--- src/rtl/mem_arb_pkg.sv ---
// Shared types for the CPU memory-port arbiter.
package mem_arb_pkg;

    typedef enum logic {
        S_IDLE    = 1'b0,
        S_RD_WAIT = 1'b1
    } arb_state_t;

    typedef enum logic {
        OWN_IF = 1'b0,
        OWN_D  = 1'b1
    } arb_owner_t;

    // Bits needed to hold a count in the range 0..max_val.
    function automatic int unsigned cnt_width(input int unsigned max_val);
        return (max_val < 1) ? 1 : $clog2(max_val + 1);
    endfunction

endpackage

--- src/rtl/arb_age_counter.sv ---
// Saturating age counter: counts lost arbitration rounds up to MAX.
module arb_age_counter
    import mem_arb_pkg::*;
#(
    parameter int unsigned MAX = 4
) (
    input  logic clk,
    input  logic reset,
    input  logic inc_i,
    input  logic clr_i,
    output logic at_max_o
);

    localparam int unsigned W = cnt_width(MAX);

    logic [W-1:0] cnt_q;
    logic [W-1:0] cnt_d;

    // Clear wins over increment; increment stops at MAX.
    always_comb begin
        cnt_d = cnt_q;
        if (clr_i) begin
            cnt_d = '0;
        end else if (inc_i && (cnt_q != W'(MAX))) begin
            cnt_d = cnt_q + W'(1);
        end
    end

    // Count register.
    always_ff @(posedge clk or posedge reset) begin
        if (reset) begin
            cnt_q <= '0;
        end else begin
            cnt_q <= cnt_d;
        end
    end

    assign at_max_o = (cnt_q == W'(MAX));

endmodule

--- src/rtl/mem_port_arbiter.sv ---
// Arbitrates the single memory port between instruction fetch and load/store,
// tracks the outstanding read and steers returning data to its owner.
module mem_port_arbiter
    import mem_arb_pkg::*;
#(
    parameter int unsigned AW       = 16,
    parameter int unsigned DW       = 16,
    parameter int unsigned RD_LAT   = 1,
    parameter int unsigned MAX_WAIT = 4
) (
    input  logic          clk,
    input  logic          reset,
    input  logic          i_if_req,
    input  logic [AW-1:0] i_if_addr,
    output logic          o_if_gnt,
    output logic          o_if_rvalid,
    output logic [DW-1:0] o_if_rdata,
    input  logic          i_d_req,
    input  logic          i_d_wr,
    input  logic [AW-1:0] i_d_addr,
    input  logic [DW-1:0] i_d_wrdata,
    output logic          o_d_gnt,
    output logic          o_d_rvalid,
    output logic [DW-1:0] o_d_rdata,
    output logic [AW-1:0] o_mem_addr,
    output logic          o_mem_rd,
    output logic          o_mem_wr,
    output logic [DW-1:0] o_mem_wrdata,
    input  logic [DW-1:0] i_mem_rddata
);

    localparam int unsigned LAT_W = (RD_LAT > 1) ? $clog2(RD_LAT) : 1;

    arb_state_t       state_q, state_d;
    arb_owner_t       owner_q, owner_d;
    logic [LAT_W-1:0] lat_q,   lat_d;

    logic             age_at_max;
    logic             issue_slot;
    logic             if_win;
    logic             d_win;

    logic             if_gnt_c;
    logic             d_gnt_c;
    logic             if_rvalid_c;
    logic             d_rvalid_c;
    logic             mem_rd_c;
    logic             mem_wr_c;
    logic [AW-1:0]    mem_addr_c;
    logic [DW-1:0]    mem_wrdata_c;

    // A pending fetch that has lost MAX_WAIT rounds overrides data priority.
    arb_age_counter #(
        .MAX (MAX_WAIT)
    ) u_age (
        .clk      (clk),
        .reset    (reset),
        .inc_i    (i_if_req && !if_gnt_c),
        .clr_i    (!i_if_req || if_gnt_c),
        .at_max_o (age_at_max)
    );

    // Winner selection: only in idle or on the final cycle of a read.
    always_comb begin
        issue_slot = (state_q == S_IDLE) || (lat_q == '0);
        if_win     = issue_slot && i_if_req && (!i_d_req || age_at_max);
        d_win      = issue_slot && i_d_req && !if_win;
    end

    // Next state, read return steering and memory-port drive.
    always_comb begin
        state_d      = state_q;
        owner_d      = owner_q;
        lat_d        = lat_q;
        if_gnt_c     = 1'b0;
        d_gnt_c      = 1'b0;
        if_rvalid_c  = 1'b0;
        d_rvalid_c   = 1'b0;
        mem_rd_c     = 1'b0;
        mem_wr_c     = 1'b0;
        mem_addr_c   = '0;
        mem_wrdata_c = '0;

        if (state_q == S_RD_WAIT) begin
            if (lat_q != '0) begin
                lat_d = lat_q - LAT_W'(1);
            end else begin
                state_d = S_IDLE;
                if (owner_q == OWN_IF) begin
                    if_rvalid_c = 1'b1;
                end else begin
                    d_rvalid_c = 1'b1;
                end
            end
        end

        if (if_win) begin
            if_gnt_c   = 1'b1;
            mem_rd_c   = 1'b1;
            mem_addr_c = i_if_addr;
            state_d    = S_RD_WAIT;
            lat_d      = LAT_W'(RD_LAT - 1);
            owner_d    = OWN_IF;
        end else if (d_win) begin
            d_gnt_c    = 1'b1;
            mem_addr_c = i_d_addr;
            if (i_d_wr) begin
                mem_wr_c     = 1'b1;
                mem_wrdata_c = i_d_wrdata;
                state_d      = S_IDLE;
            end else begin
                mem_rd_c = 1'b1;
                state_d  = S_RD_WAIT;
                lat_d    = LAT_W'(RD_LAT - 1);
                owner_d  = OWN_D;
            end
        end
    end

    // State, latency and owner registers; reset aborts any outstanding read.
    always_ff @(posedge clk or posedge reset) begin
        if (reset) begin
            state_q <= S_IDLE;
            owner_q <= OWN_IF;
            lat_q   <= '0;
        end else begin
            state_q <= state_d;
            owner_q <= owner_d;
            lat_q   <= lat_d;
        end
    end

    // All outputs held low while reset is asserted.
    always_comb begin
        o_if_gnt     = 1'b0;
        o_d_gnt      = 1'b0;
        o_if_rvalid  = 1'b0;
        o_d_rvalid   = 1'b0;
        o_if_rdata   = '0;
        o_d_rdata    = '0;
        o_mem_rd     = 1'b0;
        o_mem_wr     = 1'b0;
        o_mem_addr   = '0;
        o_mem_wrdata = '0;
        if (!reset) begin
            o_if_gnt     = if_gnt_c;
            o_d_gnt      = d_gnt_c;
            o_if_rvalid  = if_rvalid_c;
            o_d_rvalid   = d_rvalid_c;
            o_if_rdata   = i_mem_rddata;
            o_d_rdata    = i_mem_rddata;
            o_mem_rd     = mem_rd_c;
            o_mem_wr     = mem_wr_c;
            o_mem_addr   = mem_addr_c;
            o_mem_wrdata = mem_wrdata_c;
        end
    end

endmodule
--- config.mk ---
export PLATFORM = sky130hd
export DESIGN_NAME = mem_port_arbiter
export DESIGN_NICKNAME = d
export VERILOG_FILES = /design/src/rtl/mem_arb_pkg.sv /design/src/rtl/arb_age_counter.sv /design/src/rtl/mem_port_arbiter.sv
export SDC_FILE = /design/constraint.sdc
export NUM_CORES = 1
export LEC_CHECK = 0
export ABC_AREA = 1
export BUFFER_PORTS_ARGS = -buffer_cell sky130_fd_sc_hd__buf_2
export CORE_MARGIN = 2
export CORE_UTILIZATION = 31
export CTS_CLUSTER_DIAMETER = 50
export DETAILED_ROUTE_END_ITERATION = 6
export PLACE_DENSITY = 0.87
export SLEW_MARGIN = 40
export SYNTH_ARGS = -nofsm -noshare
export SYNTH_HDL_FRONTEND = slang
export SYNTH_HIERARCHICAL = 1
export SYNTH_SLANG_ARGS = --single-unit
--- constraint.sdc ---
create_clock -name clk -period 1.6 [get_ports clk]
set_clock_uncertainty 0.1 [all_clocks]
set_input_delay 0.32 -clock clk [delete_from_list [all_inputs] [get_ports clk]]
set_output_delay 0.32 -clock clk [all_outputs]
set_load 0.02 [all_outputs]
; Word-level counts from Yosys, hierarchy flattened
; Index checks and enable logic that the tools add are counted.
[word_totals]
mem_bits_ro = 0
output_inout_bits = 70
regBits = 6
inputBits = 69
word_cells = 70
latch_bits = 0
ramBits = 0
n_memories = 0
[classes]
magnitude_cmp = 0
n_reduce_logical = 16
div = 0
multipliers = 0
n_bitwise = 2
n_addsub = 2
n_shift = 0
n_mux = 43
eq_ne = 3
[op_table]
columns = cell, count
row1 = two-way mux 16 bit, 8
row2 = two-way mux 1 bit, 33
row3 = logical AND 1 bit, 6
row4 = two-way mux 3 bit, 2
row5 = logical NOT 1 bit, 4
row6 = nonzero test 2 bit, 2
row7 = adder 3 x 1 -> 3 bit (second input constant), 1
row8 = equality test 3 bit (second input constant), 1
row9 = logical OR 1 bit, 3
row10 = != test 3 bit (second input constant), 1
row11 = != test 2 x 1 -> 1 bit (second input constant), 1
row12 = NOT 1 bit, 2
row13 = AND reduction 2 bit, 1
row14 = subtractor 1 bit (second input constant), 1

; Depth between registers and ports, before layout
; Gate-level depths: netlist (run 1).
[logic_depth]
word_depth = 10
mapped_depth = 14
depth_no_buf = 14

; Modules after synthesis
; The synthesis (run 1) kept the hierarchy.
[modules_own_cells]
columns = module, seq_area_each_um2, area_per_inst_um2, n_inst, cells_per_inst
row1 = mem_port_arbiter, 75.1, 1001.0, 1, 176
row2 = arb_age_counter, 75.1, 188.9, 1, 26

; Worst setup path after synthesis (run 1)
; OpenSTA, ideal clock, no wires.
[synth_path]
kind = register to output
startpoint = register u_age.cnt_q[0]
endpoint = output o_mem_wrdata[0]
stages_incl_launch_ff = 10
path_slack_ps = -339
required_time_ps = 1180
t_arrival_ps = 1519
n_path_buf = 0
path_cell_list = dfrtp_1 > inv_1 > ha_1 > nand2_2 > inv_1 > inv_1 > nand2_1 > nand2_4 > nand2_4 > nor3_1
[synth_via]
elab_chain_len = 8
[synth_rtl]
columns = item, line
row1 = start: declaration, arb_age_counter.sv:16  ; logic [W-1:0] cnt_q;
row2 = start signal: assignment, arb_age_counter.sv:34  ; cnt_q <= cnt_d;
row3 = equality test 3 bit *, arb_age_counter.sv:38  ; assign at_max_o = (cnt_q == W'(MAX));
row4 = net age_at_max, mem_port_arbiter.sv:38  ; logic age_at_max;
row5 = logical OR 1 bit *, mem_port_arbiter.sv:66  ; if_win = issue_slot && i_if_req && (!i_d_req || age_at_max);
row6 = logical AND 1 bit *, mem_port_arbiter.sv:66
row7 = logical NOT 1 bit, mem_port_arbiter.sv:67  ; d_win = issue_slot && i_d_req && !if_win;
row8 = logical AND 1 bit, mem_port_arbiter.sv:67
row9 = two-way mux 16 bit, mem_port_arbiter.sv:104  ; end else if (d_win) begin
row10 = two-way mux 16 bit *, mem_port_arbiter.sv:97  ; if (if_win) begin
row11 = two-way mux 16 bit *, mem_port_arbiter.sv:145  ; if (!reset) begin
row12 = end: declaration, mem_port_arbiter.sv:28  ; output logic [DW-1:0] o_mem_wrdata,
; Mark *: on every way through the listed nets, which the timed path passes. The rest lies on a longest branch.

; Final worst setup path (run 1)
[layout_path]
startpoint = register u_age.cnt_q[1]
endpoint = output o_mem_addr[13]
[layout_via]
elab_chain_len = 8
[layout_rtl]
columns = item, line
row1 = equality test 3 bit *, arb_age_counter.sv:38
row2 = net age_at_max, mem_port_arbiter.sv:38
row3 = logical OR 1 bit *, mem_port_arbiter.sv:66
row4 = logical AND 1 bit *, mem_port_arbiter.sv:66
row5 = logical NOT 1 bit, mem_port_arbiter.sv:67
row6 = logical AND 1 bit, mem_port_arbiter.sv:67
row7 = two-way mux 16 bit, mem_port_arbiter.sv:104
row8 = two-way mux 16 bit *, mem_port_arbiter.sv:97
row9 = two-way mux 16 bit *, mem_port_arbiter.sv:145
row10 = end: declaration, mem_port_arbiter.sv:25  ; output logic [AW-1:0] o_mem_addr,
; Marks and branches as above.

==> results of run 1 <==
-- routing by layer --
| metal | track usage | vias up | part of all wire |
|---|---|---|---|
| li1 | - | 917 | - |
| met1 | 0.218 | 871 | 0.34 |
| met2 | 0.446 | 108 | 0.56 |
| met3 | 0.0358 | 17 | 0.074 |
| met4 | 0.0714 | 0 | 0.032 |
| met5 | 0 | - | 0 |
-- worst max-delay path, delay by kind of cell, from the launching register on --
family	cells	cell delay [ns]
buffers and inverters	5	0.41
flip-flops	1	0.37
adder cells (fa/ha/maj)	1	0.17
AND/OR/NAND/NOR	5	0.45
-- power groups by stage --
stage,combinational (mW),sequential [mW],clock (mW)
finish,0.678,0.168,0.238
global route,0.724,0.168,0.249
CTS,0.615,0.166,0.243
detailed placement,0.557,0.168,0
global placement,0.545,0.167,0
floorplan,0.373,0.167,0
-- stage by stage --
| step | hold WS (ns) | power (mW) | utilization | setup TNS, ns | instances |
|---|---|---|---|---|---|
| 2_1_floorplan | -0.0264 | 0.540 | - | -5.34 | 202 |
| 4_1_cts | 0.0844 | 1.02 | 0.659 | -14.58 | 383 |
| 3_5_place_dp | 0.327 | 0.725 | 0.587 | -9.80 | 376 |
| 6_report | 0.0646 | 1.08 | 0.712 | -15.67 | 391 |
| 3_3_place_gp | 0.323 | 0.712 | 0.587 | -7.01 | 376 |
| 5_1_grt | 0.0828 | 1.14 | 0.712 | -18.95 | 391 |
-- cells in the final DEF, fill, tap and decap left out --
cell / instances
a21oi_4: 1
buf_12: 3
buf_2: 104
buf_4: 25
buf_6: 33
clkbuf_16: 1
clkbuf_8: 3
dfrtp_1: 6
ha_1: 1
ha_4: 1
inv_1: 23
inv_2: 8
inv_4: 2
nand2_1: 23
nand2_2: 18
nand2_4: 5
nand2_8: 2
nand3_1: 13
nand3_2: 4
nand3_4: 5
nand4_1: 18
nor2_1: 5
nor2_2: 17
nor2_4: 3
nor3_1: 1
nor3_2: 4
nor3_4: 12
nor4_4: 1
o21ai_0: 1
-- layout make-up --
cell class | count | area share
flip-flops and latches | 6 | 0.0572
well taps | 48 | 0.0229
inverters | 33 | 0.0491
repair buffers | 166 | 0.444
multi-input cells | 135 | 0.411
clock buffers | 3 | 0.0157
-- kinds of logic after synthesis --
logic type | after synthesis | synth area share
AND/OR/NAND/NOR | 130 | 0.560
buffers and inverters | 62 | 0.284
AO/OA/AOI/OAI | 2 | 0.00840
adder cells (fa/ha/maj) | 2 | 0.0210
flip-flops | 6 | 0.126
-- sequential cells by signal, indices dropped and copies added, names as in the netlist --
signal       cells
state_q          1
u_age/cnt_q      3
owner_q          1
lat_q            1
-- what timing repair did --
| item | 4_1_cts | 5_1_grt |
|---|---|---|
| gates cloned | 1 | 1 |
| resized for setup | 58 | 30 |
| setup buffers | 3 | 8 |
| pin swaps | 14 | 7 |
| setup endpoints to repair | 40 | 41 |
| hold buffers | 0 | 0 |
-- final timing paths --
kind,from,end,slack (ns),cells past startpoint
hold reg to reg,owner_q,owner_q,0.51,2
hold / removal,reset,state_q,0.06,3
setup reg to reg,u_age/cnt_q[1],u_age/cnt_q[2],-0.29,16
min in group clk,i_if_req,owner_q,0.49,4
max in group asynchronous,reset,u_age/cnt_q[1],1.15,3
setup / recovery,u_age/cnt_q[1],o_mem_addr[13],-0.47,11
==> impl_metrics.py, run 1 <==
metrics = {
    "floorplanning": {
        "start_util": 0.323,
        "die_h_um": 66.0,
        "dieArea_mm2": 0.00435,
        "pin_count": 139,
        "rows": 22,
        "dieWidth_um": 66.0,
        "placeableCoreArea_mm2": 0.00369,
    },
    "pwr": {
        "comb_power_share": 0.625,
        "seq_power_share": 0.155,
        "power_density_mw_per_mm2": 413,
        "p_sw_mw": 0.471,
        "swShare": 0.434,
        "p_int_mw": 0.613,
        "p_clk_frac": 0.220,
        "vdd_drop_max_uv": 432,
        "power.static_leakage_nw": 1.45,
    },
    "synth": {
        "synth_commonest_cells": "nand2_1, inv_1, nor2_1",
        "synth_ff_type": "dfrtp_1",
        "seq_area_frac_synth": 0.126,
        "synth_warnings": 6,
        "ys_types": 22,
        "yosysTopAreaCellShare": 0.129,
        "synth_edf_count": 0,
        "syn_nets": 273,
        "syn_inst": 202,
        "synthTopCellsByArea": "nand2_1, dfrtp_1, buf_4, inv_1, nand4_1",
        "synth.avg_cell_area_um2": 5.89,
        "async_reset_ff_frac": 1.00,
        "synth_most_common_cell": "nand2_1",
        "yosys.area.top_type": "nand2_1",
        "synth_area_mm2": 0.00119,
        "synth.ff_latch_count": 6,
    },
    "clock_tree": {
        "clock_sinks": 6,
        "tritoncts": "built",
        "clockBufferDepth": 2,
        "cts_made_buffers": 3,
        "insertion_delay_ns": 0.23,
        "clk_pin_slew_worst_paths_ns": 0.04,
        "cts-root-buf": "clkbuf_8",
        "htree_num_levels": 1,
    },
    "critical_path": {
        "slowest_delay_ns": 0.37,
        "crit_path_end_kind": "output port",
        "arrival_ns": 1.65,
        "cp_max_fo": 8,
        "crit_path_top_delay_cell": "dfrtp_1",
        "path_cells": "inv_2, ha_4, nand2_4, inv_2, inv_2, nand2_4, nand2_8, buf_6, nand4_1, nand2_2, buf_6",
        "critPathKind": "register to output port",
        "start_kind": "register",
        "cp.required_ns": 1.18,
        "cp_common_cell": "inv_2",
    },
    "cells_and_area": {
        "fin_area_mm2": 0.00263,
        "regArea_um2": 150,
        "antenna_cells": 0,
        "multi_input_area_mm2": 0.00108,
        "drive_above_1_share": 0.735,
        "fill_cells": 276,
        "layout.nets": 416,
        "area_growth_pct": 121,
    },
    "global_routing": {
        "antenna_found_initial": 0,
        "grt_pass1_wl_mm": 7.49,
        "grt_usage": 0.218,
        "grt_pass1_vias": 1793,
        "grt_max_degree": 34,
        "overflow": 0,
    },
    "sta": {
        "rsz0062_at_grt": "yes",
        "hold_viol": 0,
        "clock.fmax_ghz": 0.483,
        "min_period_over_period": 1.29,
        "layout_setup_ws_ns": -0.470,
        "min_period_ns": 2.07,
        "tightest_slew_ns": 0.331,
        "finalMaxSlewViolations": 0,
        "relSlewSlack": 0.779,
        "setup_viol": 40,
    },
    "route": {
        "drt-total-wl_mm": 5.28,
        "wire_per_inst_um": 13.5,
        "drc": 0,
        "drt_iter0_drc": 59,
        "dr.pass1.iters": 4,
        "vias": 1913,
        "drtAntennaViolNets": 0,
        "vias_per_cell": 4.89,
    },
    "hold_path": {
        "hp-class": "input pin to async pin",
    },
    "placement": {
        "dp_hpwl_mm": 3.63,
        "io_buffers": 138,
        "place.gp.congestion": 0.787,
        "placed_area_mm2": 0.00217,
        "dp_slack_ns": -0.309,
    },
    "status": {
        "outcome": "complete, but fails checks",
        "failed_checks": "negative setup slack",
    },
    "job": {
        "drv_cap": 0,
    },
}
(Power assumes the default switching activity.)
==> run 2, diff against run 1 <==
clock period = 1.7 ns   (was 1.6 ns; I/O delays follow)
==> impl_metrics.py, run 2 (synthesis results as in run 1) <==
metrics = {
    "critical_path": {
        "r2r-start": "u_age/cnt_q[1]",
        "cp_max_fo": 5,
        "rrSetupSlack_ns": -0.06,
        "critPathKind": "register to output port",
        "cp.required_ns": 1.26,
        "crit_path_end_kind": "output port",
        "r2r_cells": 15,
        "start_kind": "register",
        "rr_endpoint": "u_age/cnt_q[2]",
        "arrival_ns": 1.62,
    },
    "route": {
        "dr.pass1.iters": 5,
        "vias_per_cell": 4.70,
        "wire_per_inst_um": 11.6,
        "vias": 1825,
        "drt_iter0_drc": 58,
        "drc": 0,
        "drtAntennaViolNets": 0,
        "drt-total-wl_mm": 4.50,
    },
    "sta": {
        "holdWs_ns": 0.0871,
        "min_period_over_period": 1.21,
        "clock.fmax_ghz": 0.485,
        "setup_viol": 37,
        "rsz0062_at_grt": "yes",
        "min_period_ns": 2.06,
        "finalMaxSlewViolations": 0,
        "relSlewSlack": 0.803,
        "tightest_slew_ns": 0.295,
        "layout_setup_ws_ns": -0.362,
        "hold_viol": 0,
    },
    "floorplanning": {
        "die_h_um": 66.0,
        "pin_count": 139,
        "rows": 22,
        "start_util": 0.323,
        "dieWidth_um": 66.0,
        "dieArea_mm2": 0.00435,
        "placeableCoreArea_mm2": 0.00369,
    },
    "global_routing": {
        "grt_usage": 0.200,
        "grt_pass1_wl_mm": 6.94,
        "antenna_found_initial": 0,
        "overflow": 0,
        "grt_max_degree": 19,
        "grt_pass1_vias": 1681,
    },
    "placement": {
        "place.gp.congestion": 0.776,
        "dp_cells": 378,
        "io_buffers": 138,
        "dp_slack_ns": -0.183,
        "dp_hpwl_mm": 3.37,
    },
    "cells_and_area": {
        "final_cell_mix": "buf_2, nand2_1, buf_6, inv_1",
        "drive_above_1_share": 0.626,
        "antenna_cells": 0,
        "final_common_cell": "buf_2",
        "stdcell_count": 388,
        "area_growth_pct": 103,
        "layout.nets": 413,
        "largest-register": "u_age/cnt_q",
        "postLayoutCoreUtil": 0.656,
        "largest_reg_flops": 3,
    },
    "pwr": {
        "power.static_leakage_nw": 1.42,
        "totalPowerFinal_mw": 0.947,
        "power_density_mw_per_mm2": 391,
        "vdd_drop_max_uv": 358,
    },
    "status": {
        "outcome": "complete, but fails checks",
        "failed_checks": "negative setup slack",
    },
    "clock_tree": {
        "cts-root-buf": "clkbuf_8",
        "clockBufferDepth": 2,
        "clk_pin_slew_worst_paths_ns": 0.03,
        "tritoncts": "built",
        "cts_made_buffers": 3,
        "htree_num_levels": 1,
        "clock_sinks": 6,
        "insertion_delay_ns": 0.23,
    },
    "hold_path": {
        "hp-class": "input pin to async pin",
    },
    "job": {
        "drv_cap": 0,
    },
}
==> run 2: worst max-delay path: stages, from the launching register on <==
cell     delay, ns
dfrtp_1       0.37
inv_1         0.07
ha_2          0.18
nand2_2       0.06
inv_2         0.06
inv_2         0.04
nand2_4       0.10
nand2_8       0.10
buf_6         0.14
nand4_1       0.10
nand2_2       0.06
buf_6         0.13
==> run 2: how the worst max path moves through the flow <==
stage / from / to / cells after the start
6_report: u_age/cnt_q[1] / o_mem_addr[12] / 11
5_1_grt: u_age/cnt_q[1] / o_mem_addr[2] / 11
4_1_cts: u_age/cnt_q[1] / o_mem_addr[14] / 11
3_5_place_dp: u_age/cnt_q[1] / o_mem_wrdata[10] / 10
3_3_place_gp: u_age/cnt_q[0] / o_mem_wrdata[10] / 10
2_1_floorplan: u_age/cnt_q[0] / o_mem_wrdata[10] / 10
==> run 2: report_power, final <==
part	internal (mW)	total, mW	leakage, nW	switching [mW]
Clock	0.152	0.217	0.0216	0.0650
Combinational	0.243	0.573	1.32	0.330
Sequential	0.151	0.156	0.0792	0.00530
Total	0.546	0.947	1.42	0.400
==> run 2: area by class of cell <==
cell class / count / area (um^2)
inverters: 33 / 126
flip-flops and latches: 6 / 150
multi-input cells: 136 / 943
clock buffers: 3 / 41.3
well taps: 48 / 60.1
fillers: 316 / 1270
repair buffers: 162 / 1100
==> run 2: stage by stage <==
stage                     TNS (ns)  cell area [um^2]
after detailed placement     -5.03              2050
after global placement       -3.58              2050
after floorplan              -2.45              1360
after global routing        -16.40              2420
after CTS                   -11.73              2360
final                       -11.79              2420
==> run 2: repair_timing <==
action / in CTS / in global routing
gates resized for setup: 62 / 11
buffers inserted: 1 / 2
hold buffers: 1 / 0
pin swaps: 6 / 2
gates cloned: 3 / 0
setup endpoints to repair: 37 / 39
endpoints found under the hold margin: 3 / 0
==> run 2: routing by layer <==
layer,global-route usage,vias to the layer above,routed length [um]
li1,-,908,-
met5,0,-,0
met2,0.405,93,2530
met1,0.214,819,1570
met4,0.0561,0,48
met3,0.0221,5,348
==> run 3, diff against run 2 <==
==> constraint.sdc (replaced) <==
create_clock -name clk -period 1.7 [get_ports clk]
set_clock_uncertainty 0.1 [all_clocks]
set_input_delay 0.17 -clock clk [delete_from_list [all_inputs] [get_ports clk]]
set_output_delay 0.17 -clock clk [all_outputs]
set_load 0.02 [all_outputs]
==> impl_metrics.py, run 3 (synthesis results as in run 1) <==
metrics = {
    "clock_tree": {
        "insertion_delay_ns": 0.22,
        "clock_sinks": 6,
        "tritoncts": "built",
        "clockBufferDepth": 2,
        "cts-root-buf": "clkbuf_8",
        "htree_num_levels": 1,
        "clk_pin_slew_worst_paths_ns": 0.03,
        "cts_made_buffers": 3,
    },
    "critical_path": {
        "crit_path_top_delay_cell": "dfrtp_1",
        "rr_endpoint": "u_age/cnt_q[2]",
        "cp_num_buf_inv": 5,
        "r2r-start": "u_age/cnt_q[0]",
        "rrSetupSlack_ns": -0.16,
        "slowest_delay_ns": 0.38,
        "cp.required_ns": 1.43,
        "crit_path_end_kind": "output port",
        "path_cells": "inv_2, ha_4, nand2_4, inv_4, inv_4, nand2_4, nand2_8, buf_6, nand2_8, nor3_2, buf_4",
        "start_kind": "register",
        "cp_max_fo": 8,
        "critPathKind": "register to output port",
        "crit_family": "buffers and inverters",
        "r2r_cells": 16,
        "arrival_ns": 1.64,
    },
    "cells_and_area": {
        "final_common_cell": "buf_2",
        "layout.nets": 410,
        "regArea_um2": 150,
        "multi_input_area_um2": 905,
        "drive_above_1_share": 0.599,
        "area_growth_pct": 101,
        "fill_cells": 311,
        "antenna_cells": 0,
        "largest-register": "u_age/cnt_q",
        "final_cell_mix": "buf_2, nand2_1, buf_6, inv_1, nor2_1",
        "largest_reg_flops": 3,
    },
    "pwr": {
        "seq_power_share": 0.167,
        "swShare": 0.420,
        "p_sw_mw": 0.393,
        "vdd_drop_max_uv": 373,
        "p_int_mw": 0.542,
        "p_clk_frac": 0.224,
        "totalPowerFinal_mw": 0.936,
        "comb_power_share": 0.609,
        "power_density_mw_per_mm2": 392,
        "power.static_leakage_nw": 1.42,
    },
    "global_routing": {
        "grt_pass1_wl_mm": 7.16,
        "grt_pass1_vias": 1676,
        "grt_max_degree": 37,
        "overflow": 0,
        "antenna_found_initial": 0,
        "grt_usage": 0.207,
    },
    "floorplanning": {
        "placeableCoreArea_mm2": 0.00369,
        "rows": 22,
        "dieWidth_um": 66.0,
        "dieArea_mm2": 0.00435,
        "start_util": 0.323,
        "die_h_um": 66.0,
        "pin_count": 139,
    },
    "route": {
        "wire_per_inst_um": 12.5,
        "drt-total-wl_mm": 4.82,
        "dr.pass1.iters": 4,
        "drt_iter0_drc": 53,
        "vias_per_cell": 4.70,
        "drc": 0,
        "drtAntennaViolNets": 0,
        "vias": 1811,
    },
    "sta": {
        "finalMaxSlewViolations": 0,
        "relSlewSlack": 0.599,
        "clock.fmax_ghz": 0.525,
        "min_period_ns": 1.91,
        "tightest_slew_ns": 0.602,
        "layout_setup_ws_ns": -0.206,
        "hold_viol": 0,
        "min_period_over_period": 1.12,
        "setup_viol": 39,
        "tns_ns": -5.79,
        "rsz0062_at_grt": "yes",
    },
    "placement": {
        "io_buffers": 138,
        "dp_slack_ns": -0.117,
        "place.gp.congestion": 0.757,
        "dp_hpwl_mm": 3.17,
    },
    "status": {
        "outcome": "complete, but fails checks",
        "failed_checks": "negative setup slack",
    },
    "job": {
        "drv_cap": 0,
    },
    "hold_path": {
        "hp-class": "input pin to async pin",
    },
}
run 3: cell count changes in the layout (fill, tap and decap cells not counted), sizes merged:
cell | previous run | this run
buf | 161 | 159
nand2 | 49 | 48
run 3: worst max-delay path by stage:
stage / from / depth (start not counted) / to / slack (ns)
after floorplan: u_age/cnt_q[0] / 9 / o_mem_wrdata[0] / -0.06
after global placement: u_age/cnt_q[0] / 9 / o_mem_addr[6] / -0.04
after detailed placement: u_age/cnt_q[0] / 9 / o_mem_addr[4] / -0.12
after CTS: u_age/cnt_q[0] / 12 / o_mem_addr[8] / -0.22
after global routing: u_age/cnt_q[0] / 11 / o_mem_wrdata[15] / -0.29
final: u_age/cnt_q[0] / 11 / o_mem_wrdata[4] / -0.21
run 3: repair_timing:
action,in CTS,in global routing
setup endpoints to repair,37,39
endpoints found under the hold margin,3,0
pin swaps,8,9
gates cloned,2,0
gates resized for setup,75,26
hold buffers,1,0
buffers inserted,10,3
run 3: cell type report:
class | instances | area share
clock buffers | 3 | 0.0173
inverters | 33 | 0.0550
multi-input cells | 135 | 0.379
well taps | 48 | 0.0251
repair buffers | 160 | 0.461
flip-flops and latches | 6 | 0.0628
run 3: through the flow:
stage,area (um^2),util,hold slack [ns],cells
3_5_place_dp,1860,0.503,0.0443,367
6_report,2390,0.648,0.122,385
4_1_cts,2290,0.621,0.111,383
2_1_floorplan,1270,-,-0.176,202
5_1_grt,2390,0.648,0.157,385
3_3_place_gp,1860,0.503,0.0406,367
run 3: layer usage:
metal	up-vias	part of all wire	track usage
met3	6	0.080	0.0375
met5	-	0	0
li1	908	-	-
met4	0	0.014	0.0638
met2	87	0.55	0.410
met1	810	0.36	0.217
run 3: worst register-to-register path, cell delays in order, from the launching register on:
cell,delay (ns)
dfrtp_1,0.38
inv_2,0.10
ha_4,0.15
nand2_4,0.05
inv_4,0.06
inv_4,0.03
nand2_4,0.07
buf_4,0.12
nand3_4,0.08
buf_4,0.15
nand2_1,0.09
inv_2,0.06
nand2_1,0.06
inv_1,0.05
nand2_1,0.06
nand2_1,0.05
nor2_1,0.11
run 3: power groups by stage:
stage	Combinational (mW)	Clock [mW]	Sequential (mW)
2_1_floorplan	0.309	0	0.157
3_3_place_gp	0.441	0	0.157
3_5_place_dp	0.449	0	0.158
4_1_cts	0.541	0.216	0.156
5_1_grt	0.615	0.228	0.157
6_report	0.570	0.209	0.156
